### src/rtl/skin_pkg.sv
// Shared definitions for the Cb/Cr skin mask stage: config address map,
// default skin window and the per-pixel record passed to the filter.
package skin_pkg;

  localparam logic [1:0] ADDR_CB_LO = 2'd0;
  localparam logic [1:0] ADDR_CB_HI = 2'd1;
  localparam logic [1:0] ADDR_CR_LO = 2'd2;
  localparam logic [1:0] ADDR_CR_HI = 2'd3;

  localparam int DEF_CB_LO = 85;
  localparam int DEF_CB_HI = 127;
  localparam int DEF_CR_LO = 132;
  localparam int DEF_CR_HI = 155;

  typedef struct packed {
    logic vld;
    logic mask;
    logic eol;
    logic eof;
  } pix_t;

  function automatic logic maj3(input logic a, input logic b, input logic c);
    return (a & b) | (a & c) | (b & c);
  endfunction

endpackage

### src/rtl/skin_hmaj3.sv
// Horizontal 3-tap majority filter over the classified mask, with edge
// replication, end-of-line flush and a straight bypass path.
module skin_hmaj3
  import skin_pkg::*;
(
  input  logic clk,
  input  logic rst,
  input  logic flush,
  input  logic filt_en,
  input  pix_t in_pix,
  output logic out_vld,
  output logic out_mask,
  output logic out_eof
);

  logic have_cur_q, have_cur_d;
  logic cur_mask_q, cur_mask_d;
  logic cur_eol_q, cur_eol_d;
  logic cur_eof_q, cur_eof_d;
  logic have_prev_q, have_prev_d;
  logic prev_mask_q, prev_mask_d;
  logic o_vld_q, o_vld_d;
  logic o_mask_q, o_mask_d;
  logic o_eof_q, o_eof_d;

  logic emit;
  logic emit_mask;
  logic emit_eof;
  logic left_mask;
  logic right_mask;

  // The held pixel is emitted once its right neighbour arrives, or on its own
  // when it closes the line; missing neighbours replicate the centre pixel.
  always_comb begin
    have_cur_d  = have_cur_q;
    cur_mask_d  = cur_mask_q;
    cur_eol_d   = cur_eol_q;
    cur_eof_d   = cur_eof_q;
    have_prev_d = have_prev_q;
    prev_mask_d = prev_mask_q;
    emit        = 1'b0;
    emit_mask   = 1'b0;
    emit_eof    = 1'b0;
    left_mask   = have_prev_q ? prev_mask_q : cur_mask_q;
    right_mask  = (in_pix.vld && !cur_eol_q) ? in_pix.mask : cur_mask_q;

    if (!filt_en) begin
      emit        = in_pix.vld;
      emit_mask   = in_pix.mask;
      emit_eof    = in_pix.eof;
      have_cur_d  = 1'b0;
      have_prev_d = 1'b0;
    end else begin
      if (have_cur_q && (in_pix.vld || cur_eol_q)) begin
        emit        = 1'b1;
        emit_mask   = maj3(left_mask, cur_mask_q, right_mask);
        emit_eof    = cur_eof_q;
        have_cur_d  = 1'b0;
        have_prev_d = 1'b0;
      end
      if (in_pix.vld) begin
        have_prev_d = have_cur_q && !cur_eol_q;
        prev_mask_d = cur_mask_q;
        have_cur_d  = 1'b1;
        cur_mask_d  = in_pix.mask;
        cur_eol_d   = in_pix.eol;
        cur_eof_d   = in_pix.eof;
      end
    end

    if (flush) begin
      emit        = 1'b0;
      have_cur_d  = 1'b0;
      have_prev_d = 1'b0;
    end

    o_vld_d  = emit;
    o_mask_d = emit ? emit_mask : o_mask_q;
    o_eof_d  = emit && emit_eof;
  end

  always_ff @(posedge clk) begin
    if (rst) begin
      have_cur_q  <= 1'b0;
      cur_mask_q  <= 1'b0;
      cur_eol_q   <= 1'b0;
      cur_eof_q   <= 1'b0;
      have_prev_q <= 1'b0;
      prev_mask_q <= 1'b0;
      o_vld_q     <= 1'b0;
      o_mask_q    <= 1'b0;
      o_eof_q     <= 1'b0;
    end else begin
      have_cur_q  <= have_cur_d;
      cur_mask_q  <= cur_mask_d;
      cur_eol_q   <= cur_eol_d;
      cur_eof_q   <= cur_eof_d;
      have_prev_q <= have_prev_d;
      prev_mask_q <= prev_mask_d;
      o_vld_q     <= o_vld_d;
      o_mask_q    <= o_mask_d;
      o_eof_q     <= o_eof_d;
    end
  end

  assign out_vld  = o_vld_q;
  assign out_mask = o_mask_q;
  assign out_eof  = o_eof_q;

endmodule

### src/rtl/skin_mask_gen.sv
// Cb/Cr skin classifier: double-buffered window bounds, compare stage,
// optional majority filter and per-frame skin-pixel counter.
module skin_mask_gen
  import skin_pkg::*;
#(
  parameter int CW        = 8,
  parameter int OUT_W     = 16,
  parameter int CNT_W     = 20,
  parameter int CB_LO_DEF = DEF_CB_LO,
  parameter int CB_HI_DEF = DEF_CB_HI,
  parameter int CR_LO_DEF = DEF_CR_LO,
  parameter int CR_HI_DEF = DEF_CR_HI
) (
  input  logic             iclk,
  input  logic             irst,
  input  logic             iDVAL,
  input  logic             iSOF,
  input  logic             iEOL,
  input  logic             iEOF,
  input  logic [CW-1:0]    icb,
  input  logic [CW-1:0]    icr,
  input  logic             iCFG_WE,
  input  logic [1:0]       iCFG_ADDR,
  input  logic [CW-1:0]    iCFG_DATA,
  input  logic             iFILT_EN,
  output logic [OUT_W-1:0] oDATA,
  output logic             oMASK,
  output logic             oDVAL,
  output logic [CNT_W-1:0] oSKIN_CNT,
  output logic             oCNT_VLD
);

  localparam logic [CNT_W-1:0] CNT_MAX = '1;

  logic [CW-1:0] shadow_q [4];
  logic [CW-1:0] shadow_d [4];
  logic [CW-1:0] active_q [4];
  logic [CW-1:0] active_d [4];
  logic [CW-1:0] bnd [4];
  logic          filt_en_q, filt_en_d;
  logic          locked_q, locked_d;
  logic          in_frame_q, in_frame_d;
  pix_t          s1_q, s1_d;

  logic             sof_acc;
  logic             pix_acc;
  logic             flush;
  logic             cls;
  logic             out_vld;
  logic             out_mask;
  logic             out_eof;
  logic [CNT_W-1:0] cnt_q, cnt_d;
  logic [CNT_W-1:0] cnt_sum;
  logic [CNT_W-1:0] skin_cnt_q, skin_cnt_d;
  logic             cnt_vld_q, cnt_vld_d;

  // The SOF pixel is judged against the shadow set it is about to commit.
  always_comb begin
    sof_acc = iDVAL && iSOF;
    pix_acc = iDVAL && (locked_q || iSOF);
    flush   = sof_acc && in_frame_q;

    shadow_d = shadow_q;
    if (iCFG_WE) shadow_d[iCFG_ADDR] = iCFG_DATA;

    active_d  = active_q;
    filt_en_d = filt_en_q;
    if (sof_acc) begin
      active_d  = shadow_q;
      filt_en_d = iFILT_EN;
    end

    for (int i = 0; i < 4; i++) bnd[i] = sof_acc ? shadow_q[i] : active_q[i];

    cls = (bnd[ADDR_CB_LO] < icb) && (icb < bnd[ADDR_CB_HI]) &&
          (bnd[ADDR_CR_LO] < icr) && (icr < bnd[ADDR_CR_HI]);
  end

  always_comb begin
    locked_d   = locked_q || sof_acc;
    in_frame_d = in_frame_q;
    if (pix_acc) begin
      if (iSOF)      in_frame_d = !iEOF;
      else if (iEOF) in_frame_d = 1'b0;
    end
    s1_d.vld  = pix_acc;
    s1_d.mask = cls;
    s1_d.eol  = iEOL;
    s1_d.eof  = iEOF;
  end

  always_ff @(posedge iclk) begin
    if (irst) begin
      shadow_q[ADDR_CB_LO] <= CW'(CB_LO_DEF);
      shadow_q[ADDR_CB_HI] <= CW'(CB_HI_DEF);
      shadow_q[ADDR_CR_LO] <= CW'(CR_LO_DEF);
      shadow_q[ADDR_CR_HI] <= CW'(CR_HI_DEF);
      active_q[ADDR_CB_LO] <= CW'(CB_LO_DEF);
      active_q[ADDR_CB_HI] <= CW'(CB_HI_DEF);
      active_q[ADDR_CR_LO] <= CW'(CR_LO_DEF);
      active_q[ADDR_CR_HI] <= CW'(CR_HI_DEF);
      filt_en_q  <= 1'b0;
      locked_q   <= 1'b0;
      in_frame_q <= 1'b0;
      s1_q       <= '0;
    end else begin
      shadow_q   <= shadow_d;
      active_q   <= active_d;
      filt_en_q  <= filt_en_d;
      locked_q   <= locked_d;
      in_frame_q <= in_frame_d;
      s1_q       <= s1_d;
    end
  end

  skin_hmaj3 u_hmaj3 (
    .clk      (iclk),
    .rst      (irst),
    .flush    (flush),
    .filt_en  (filt_en_q),
    .in_pix   (s1_q),
    .out_vld  (out_vld),
    .out_mask (out_mask),
    .out_eof  (out_eof)
  );

  // A restarted frame discards whatever was already tallied.
  always_comb begin
    cnt_d      = cnt_q;
    skin_cnt_d = skin_cnt_q;
    cnt_vld_d  = 1'b0;
    cnt_sum    = cnt_q;
    if (out_vld && out_mask && (cnt_q != CNT_MAX)) cnt_sum = cnt_q + CNT_W'(1);
    if (out_vld) cnt_d = cnt_sum;
    if (out_vld && out_eof) begin
      skin_cnt_d = cnt_sum;
      cnt_vld_d  = 1'b1;
      cnt_d      = '0;
    end
    if (flush) cnt_d = '0;
  end

  always_ff @(posedge iclk) begin
    if (irst) begin
      cnt_q      <= '0;
      skin_cnt_q <= '0;
      cnt_vld_q  <= 1'b0;
    end else begin
      cnt_q      <= cnt_d;
      skin_cnt_q <= skin_cnt_d;
      cnt_vld_q  <= cnt_vld_d;
    end
  end

  assign oDATA     = {OUT_W{out_mask}};
  assign oMASK     = out_mask;
  assign oDVAL     = out_vld;
  assign oSKIN_CNT = skin_cnt_q;
  assign oCNT_VLD  = cnt_vld_q;

endmodule

### config.mk
export PLATFORM = sky130hd
export DESIGN_NAME = skin_mask_gen
export DESIGN_NICKNAME = d
export VERILOG_FILES = /design/src/rtl/skin_pkg.sv /design/src/rtl/skin_hmaj3.sv /design/src/rtl/skin_mask_gen.sv
export SDC_FILE = /design/constraint.sdc
export NUM_CORES = 1
export LEC_CHECK = 0
export CORE_MARGIN = 2
export CORE_UTILIZATION = 35
export CTS_BUF_LIST = sky130_fd_sc_hd__clkbuf_4 sky130_fd_sc_hd__clkbuf_8
export CTS_CLUSTER_DIAMETER = 200
export DETAILED_ROUTE_END_ITERATION = 10
export GPL_ROUTABILITY_DRIVEN = 0
export HOLD_SLACK_MARGIN = 0.05
export SYNTH_ARGS = -nofsm -noshare
export SYNTH_HDL_FRONTEND = slang
export SYNTH_SLANG_ARGS = --single-unit
export TNS_END_PERCENT = 20
### constraint.sdc
create_clock -name iclk -period 2.9 [get_ports iclk]
set_input_delay 0.29 -clock iclk [delete_from_list [all_inputs] [get_ports iclk]]
set_output_delay 0.29 -clock iclk [all_outputs]
set_load 0.05 [all_outputs]
==> results of run 1 <==
cell usage in the layout, fill, tap and decap left out, types with 11 or more instances in the layout:
cell               n
ha_1              29
inv_1             24
dfxtp_1          121
clkdlybuf4s50_1   71
xnor2_1           16
nand3b_1          15
a21oi_1           41
nand2b_1          12
nor2_1            64
clkbuf_8          19
nand3_1           20
nand4_1           11
o21ai_0           13
mux2i_1           22
a211oi_1          23
nand2_1          116
flip-flops by register name, indices dropped and copies added (netlist names), 4 cells and up:
| register | cells |
|---|---|
| active_q | 32 |
| shadow_q | 32 |
| cnt_q | 20 |
| oSKIN_CNT | 20 |
| s1_q | 4 |
where the power goes:
group          internal (W)  leakage [nW]  switching, W
sequential          0.00170         0.982     0.0000274
clock              0.000898         0.200      0.000676
combinational      0.000145          1.46      0.000212
total               0.00274          2.64      0.000915
cells by family (layout without fill, tap and decap cells):
| kind of cell | Yosys count | after routing | share of synthesized area |
|---|---|---|---|
| simple gates | 279 | 279 | 0.242 |
| flops | 121 | 121 | 0.438 |
| compound gates | 104 | 104 | 0.121 |
| buf+inv | 74 | 134 | 0.0687 |
| fa+ha+maj | 29 | 29 | 0.0656 |
| mux | 22 | 22 | 0.0398 |
| xor+xnor | 16 | 16 | 0.0253 |
final cells by class:
cell class | count | share of cell area
inverters | 24 | 0.0134
flip-flops and latches | 121 | 0.361
clock buffers | 20 | 0.0401
clock inverters | 11 | 0.0220
multi-input cells | 450 | 0.407
repair buffers | 79 | 0.116
well taps | 211 | 0.0394
routing by layer:
metal | routed length [um] | part of all wire | vias to the layer above | GRT usage
met5 | 0 | 0 | - | 0
met4 | 174 | 0.013 | 0 | 0.0582
met3 | 559 | 0.042 | 11 | 0.0521
met2 | 6300 | 0.47 | 97 | 0.266
met1 | 6300 | 0.47 | 2120 | 0.205
li1 | - | - | 2285 | -
synthesized netlist by cell type (7+ instances only):
cell type	n
nand3_1	20
inv_1	24
xnor2_1	16
nand4_1	11
ha_1	29
buf_4	16
dfxtp_1	121
mux2i_1	22
nor2_1	64
nand2b_1	12
nand3b_1	15
clkbuf_1	24
or2_2	7
nand2_1	116
nor3_1	7
o21ai_0	13
a21oi_1	41
a211oi_1	23
per-stage QoR:
step | instance area (um^2) | setup slack [ns] | util
finish | 6700 | 0.447 | 0.438
global route | 6700 | 0.335 | 0.438
CTS | 6700 | 0.406 | 0.438
detailed placement | 6290 | 0.301 | 0.411
global placement | 6290 | 0.395 | 0.411
floorplan | 5530 | 0.607 | -
worst min path at each step:
| stage | startpoint | to | cells after the start |
|---|---|---|---|
| 2_1_floorplan | iCFG_DATA[0] | shadow_q[24] | 1 |
| 3_3_place_gp | shadow_q[13] | shadow_q[13] | 2 |
| 3_5_place_dp | shadow_q[13] | shadow_q[13] | 2 |
| 4_1_cts | irst | oSKIN_CNT[13] | 2 |
| 5_1_grt | irst | oSKIN_CNT[13] | 2 |
| 6_report | irst | oSKIN_CNT[13] | 2 |
==> out/metrics.yaml, run 1 <==
worstSkewPairLatency_ns: 0.44
dp_cells: 885
async_reset_ff_frac: 0
hold_class: "input port to register"
area_growth_pct: 21.2
syn_inst: 645
diodes: 0
drc: 0
ys.flop_type: "dfxtp_1"
synth_top_cell_by_area: "dfxtp_1"
cp_cell_sequence: "clkdlybuf4s50_1"
slowest_delay_ns: 0.94
die-area_um2: 16800
start_kind: "register"
synth.top_cell.area_share: 0.438
finClkSkew_ns: 0.0147
cts-root-buf: "clkbuf_8"
rrSetupSlack_ns: 0.67
max-cap-violations: 0
cp_top_family: "buffers and inverters"
rsz0062_at_grt: "no"
final_nets: 756
status: "completed"
clk_pin_slew_ns: 0.07
cts_buffers: 17
r2r_end: "oSKIN_CNT[13]"
hold_viol: 0
drt_iter0_drc: 286
drtPass1Iterations: 5
p_per_area_nw_per_um2: 546
cpMaxStageDelayCell: "clkdlybuf4s50_1"
multi_input_area_um2: 2730
slew_headroom: 0.485
regArea_um2: 2420
crit_fanout: 22
finalSetupViolCount: 0
peakVddDrop_mv: 0.310
ant_nets: 0
netlist_area_um2: 5530
num-fill-cells: 1524
hold_buffers: 0
crit_start: "u_hmaj3.out_mask"
vias: 4513
clock-sinks: 121
power_w: 0.00366
worstReg2RegStart: "cnt_q[6]"
grt_antenna_before_repair: 0
path_depth: 1
grt_max_degree: 58
ys_seq_area_frac: 0.438
arrival_ns: 2.16
instances_no_fill: 916
power.leakage_nw: 2.64
slew_violations: 0
crit_required_ns: 2.61
grt_pass1_wl_um: 21300
finalSetupTns_ns: 0
drive_above_1_share: 0.0766
track_usage: 0.164
crit_type: "register to output pin"
synth.area.top_cells: "dfxtp_1, nand2_1, ha_1"
critPathCapture: "oDATA[14]"
end_kind: "output pin"
yosysWarningCount: 0
synth_cell_types: 52
max_freq_ghz: 0.408
routed_wl_um: 13300
r2r_cells: 5
critPathBufInv: 1
cts_tree: "done"
row_count: 45
post-route-period-util: 0.846
drt-vias-per-instance: 4.93
syn_nets: 708
synth_area_per_cell_um2: 8.58
port_buffers: 72
h-tree-depth: 4
cts_setup_buffers: 0
whs_ns: 0.316
wl_per_cell_um: 14.5
synth_seq_cells: 121
finalCriticalPeriod_ns: 2.45
core-area_um2: 15300
die_width_um: 130
synth_edf_count: 0
die_h_um: 130
clock_path_buffers: 2
grt_overflow: 0
ctsResizeCount: 0
dp_hpwl_um: 9350
worstMarginPinSlew_ns: 0.766
num_io_pins: 73
grt_pass1_vias: 4335
start_util: 0.361
Power figures use the tool's default switching activity.
==> run 2: changes to the inputs <==
clock period = 2.3 ns   (was 2.9 ns; I/O delays follow)
==> out/metrics.yaml, run 2 (synthesis gave the netlist of run 1 again) <==
num_io_pins: 73  # unchanged
cts_buffers: 17  # unchanged
hold_viol: 0  # unchanged
ctsResizeCount: 0  # unchanged
cts_tree: "done"  # unchanged
grt_antenna_before_repair: 0  # unchanged
r2r_end: "oSKIN_CNT[15]"  # was oSKIN_CNT[13]
track_usage: 0.164  # about the same
final_nets: 778  # was 756
start_util: 0.361  # unchanged
die_width_um: 130  # unchanged
whs_ns: 0.279  # was 0.316 ns
clock_path_buffers: 2  # unchanged
p_per_area_nw_per_um2: 637  # was 546 nW/um^2
worstSkewPairLatency_ns: 0.44  # about the same
dp_hpwl_um: 9730  # was 9350 um
crit_type: "register to output pin"  # unchanged
rsz0062_at_grt: "no"  # unchanged
row_count: 45  # unchanged
cp_cell_sequence: "buf_4 > clkdlybuf4s50_1"  # was clkdlybuf4s50_1
area_growth_pct: 22.9  # was 21.2%
grt_overflow: 0  # unchanged
m1WireLength_um: 6330  # was 6300 um
rrSetupSlack_ns: 0.34  # was 0.67 ns
worstReg2RegStart: "cnt_q[2]"  # was cnt_q[6]
ant_nets: 0  # unchanged
drt-vias-per-instance: 4.83  # was 4.93
post-route-period-util: 0.961
peakVddDrop_mv: 0.343  # was 0.310 mV
status: "completed"  # unchanged
slowest_delay_ns: 0.83  # was 0.94 ns
dpl-instance-area_um2: 6450  # was 6290 um^2
cts_setup_buffers: 0  # unchanged
max_freq_ghz: 0.453
wl_per_cell_um: 14.2  # was 14.5 um
hp-start: "irst"  # unchanged
hold_buffers: 0  # unchanged
slew_headroom: 0.608  # was 0.485
hold_class: "input port to register"  # unchanged
diodes: 0  # unchanged
die-area_um2: 16800  # unchanged
worstMarginPinSlew_ns: 0.589  # was 0.766 ns
clock-sinks: 121  # unchanged
finalSetupViolCount: 0  # unchanged
holdPathStages: 6  # was 2
h-tree-depth: 4  # unchanged
max-cap-violations: 0  # unchanged
hold_path_end: "s1_q[2]"  # was oSKIN_CNT[13]
largest_registers: "active_q (32), shadow_q (32)"  # unchanged
r2r_cells: 5  # unchanged
drtPass1Iterations: 5  # unchanged
crit_fanout: 17  # was 22
slew_violations: 0  # unchanged
final_common_cell: "dfxtp_1"  # unchanged
routed_wl_um: 13300  # about the same
drive_above_1_share: 0.101  # was 0.0766
power_w: 0.00433  # was 0.00366 W
grt_max_degree: 67  # was 58
start_kind: "register"  # unchanged
die_h_um: 130  # unchanged
drt_iter0_drc: 274  # was 286
vias: 4516  # was 4513
highest_layer: "met4"  # unchanged
clk_pin_slew_ns: 0.06  # was 0.07 ns
finalCriticalPeriod_ns: 2.21
wl_met3_um: 662  # was 559 um
port_buffers: 72  # unchanged
grt_pass1_wl_um: 21500  # was 21300 um
power.leakage_nw: 2.74  # was 2.64 nW
end_kind: "output pin"  # unchanged
crit_required_ns: 2.07  # was 2.61 ns
core-area_um2: 15300  # unchanged
cpMaxStageDelayCell: "clkdlybuf4s50_1"  # unchanged
finClkSkew_ns: 0.00431  # was 0.0147 ns
arrival_ns: 1.98  # was 2.16 ns
wl_met2_um: 6060  # was 6300 um
stdcell_area_um2: 6800  # was 6700 um^2
grt_pass1_vias: 4411  # was 4335
drc: 0  # unchanged
cts-root-buf: "clkbuf_8"  # unchanged
final_cell_mix: "dfxtp_1, nand2_1, clkdlybuf4s50_1"  # unchanged
-- run 2: metal layers --
metal	vias up	global-route usage
met5	-	0
met4	0	0.0639
met3	16	0.0422
met2	98	0.261
met1	2074	0.215
li1	2328	-
-- run 2: layout make-up --
type | instances | area (um^2)
repair buffers | 101 | 946
clock buffers | 25 | 332
clock inverters | 3 | 15.0
well taps | 211 | 264
fillers | 1477 | 8520
inverters | 24 | 90.1
flip-flops and latches | 121 | 2420
multi-input cells | 450 | 2730
-- run 2: worst max-delay path: cells and delay by family (launching register included) --
family	cells	cell delay, ns
DFF	1	0.46
buffers and inverters	2	1.08
-- run 2: power by group --
part	internal, W	switching (W)
clock	0.000912	0.000765
combinational	0.000204	0.000275
sequential	0.00214	0.0000309
-- run 2: metrics by stage --
stage / utilization / TNS (ns) / setup slack, ns / std cells
2_1_floorplan: - / 0 / 0.0668 / 645
3_3_place_gp: 0.421 / -0.0887 / -0.0887 / 907
3_5_place_dp: 0.421 / -0.164 / -0.164 / 907
4_1_cts: 0.444 / 0 / 0.0637 / 935
5_1_grt: 0.444 / 0 / 0.0136 / 935
6_report: 0.444 / 0 / 0.0907 / 935
-- run 2: worst max path at each step --
stage                     cells after the start  slack (ns)        startpoint       end
after global routing                          2        0.01  u_hmaj3.out_mask  oDATA[5]
final                                         2        0.09  u_hmaj3.out_mask  oDATA[1]
after global placement                        9       -0.09              iSOF   s1_q[2]
after floorplan                              11        0.07              iSOF   s1_q[2]
after CTS                                     2        0.06  u_hmaj3.out_mask  oDATA[5]
after detailed placement                     11       -0.16              iSOF   s1_q[2]
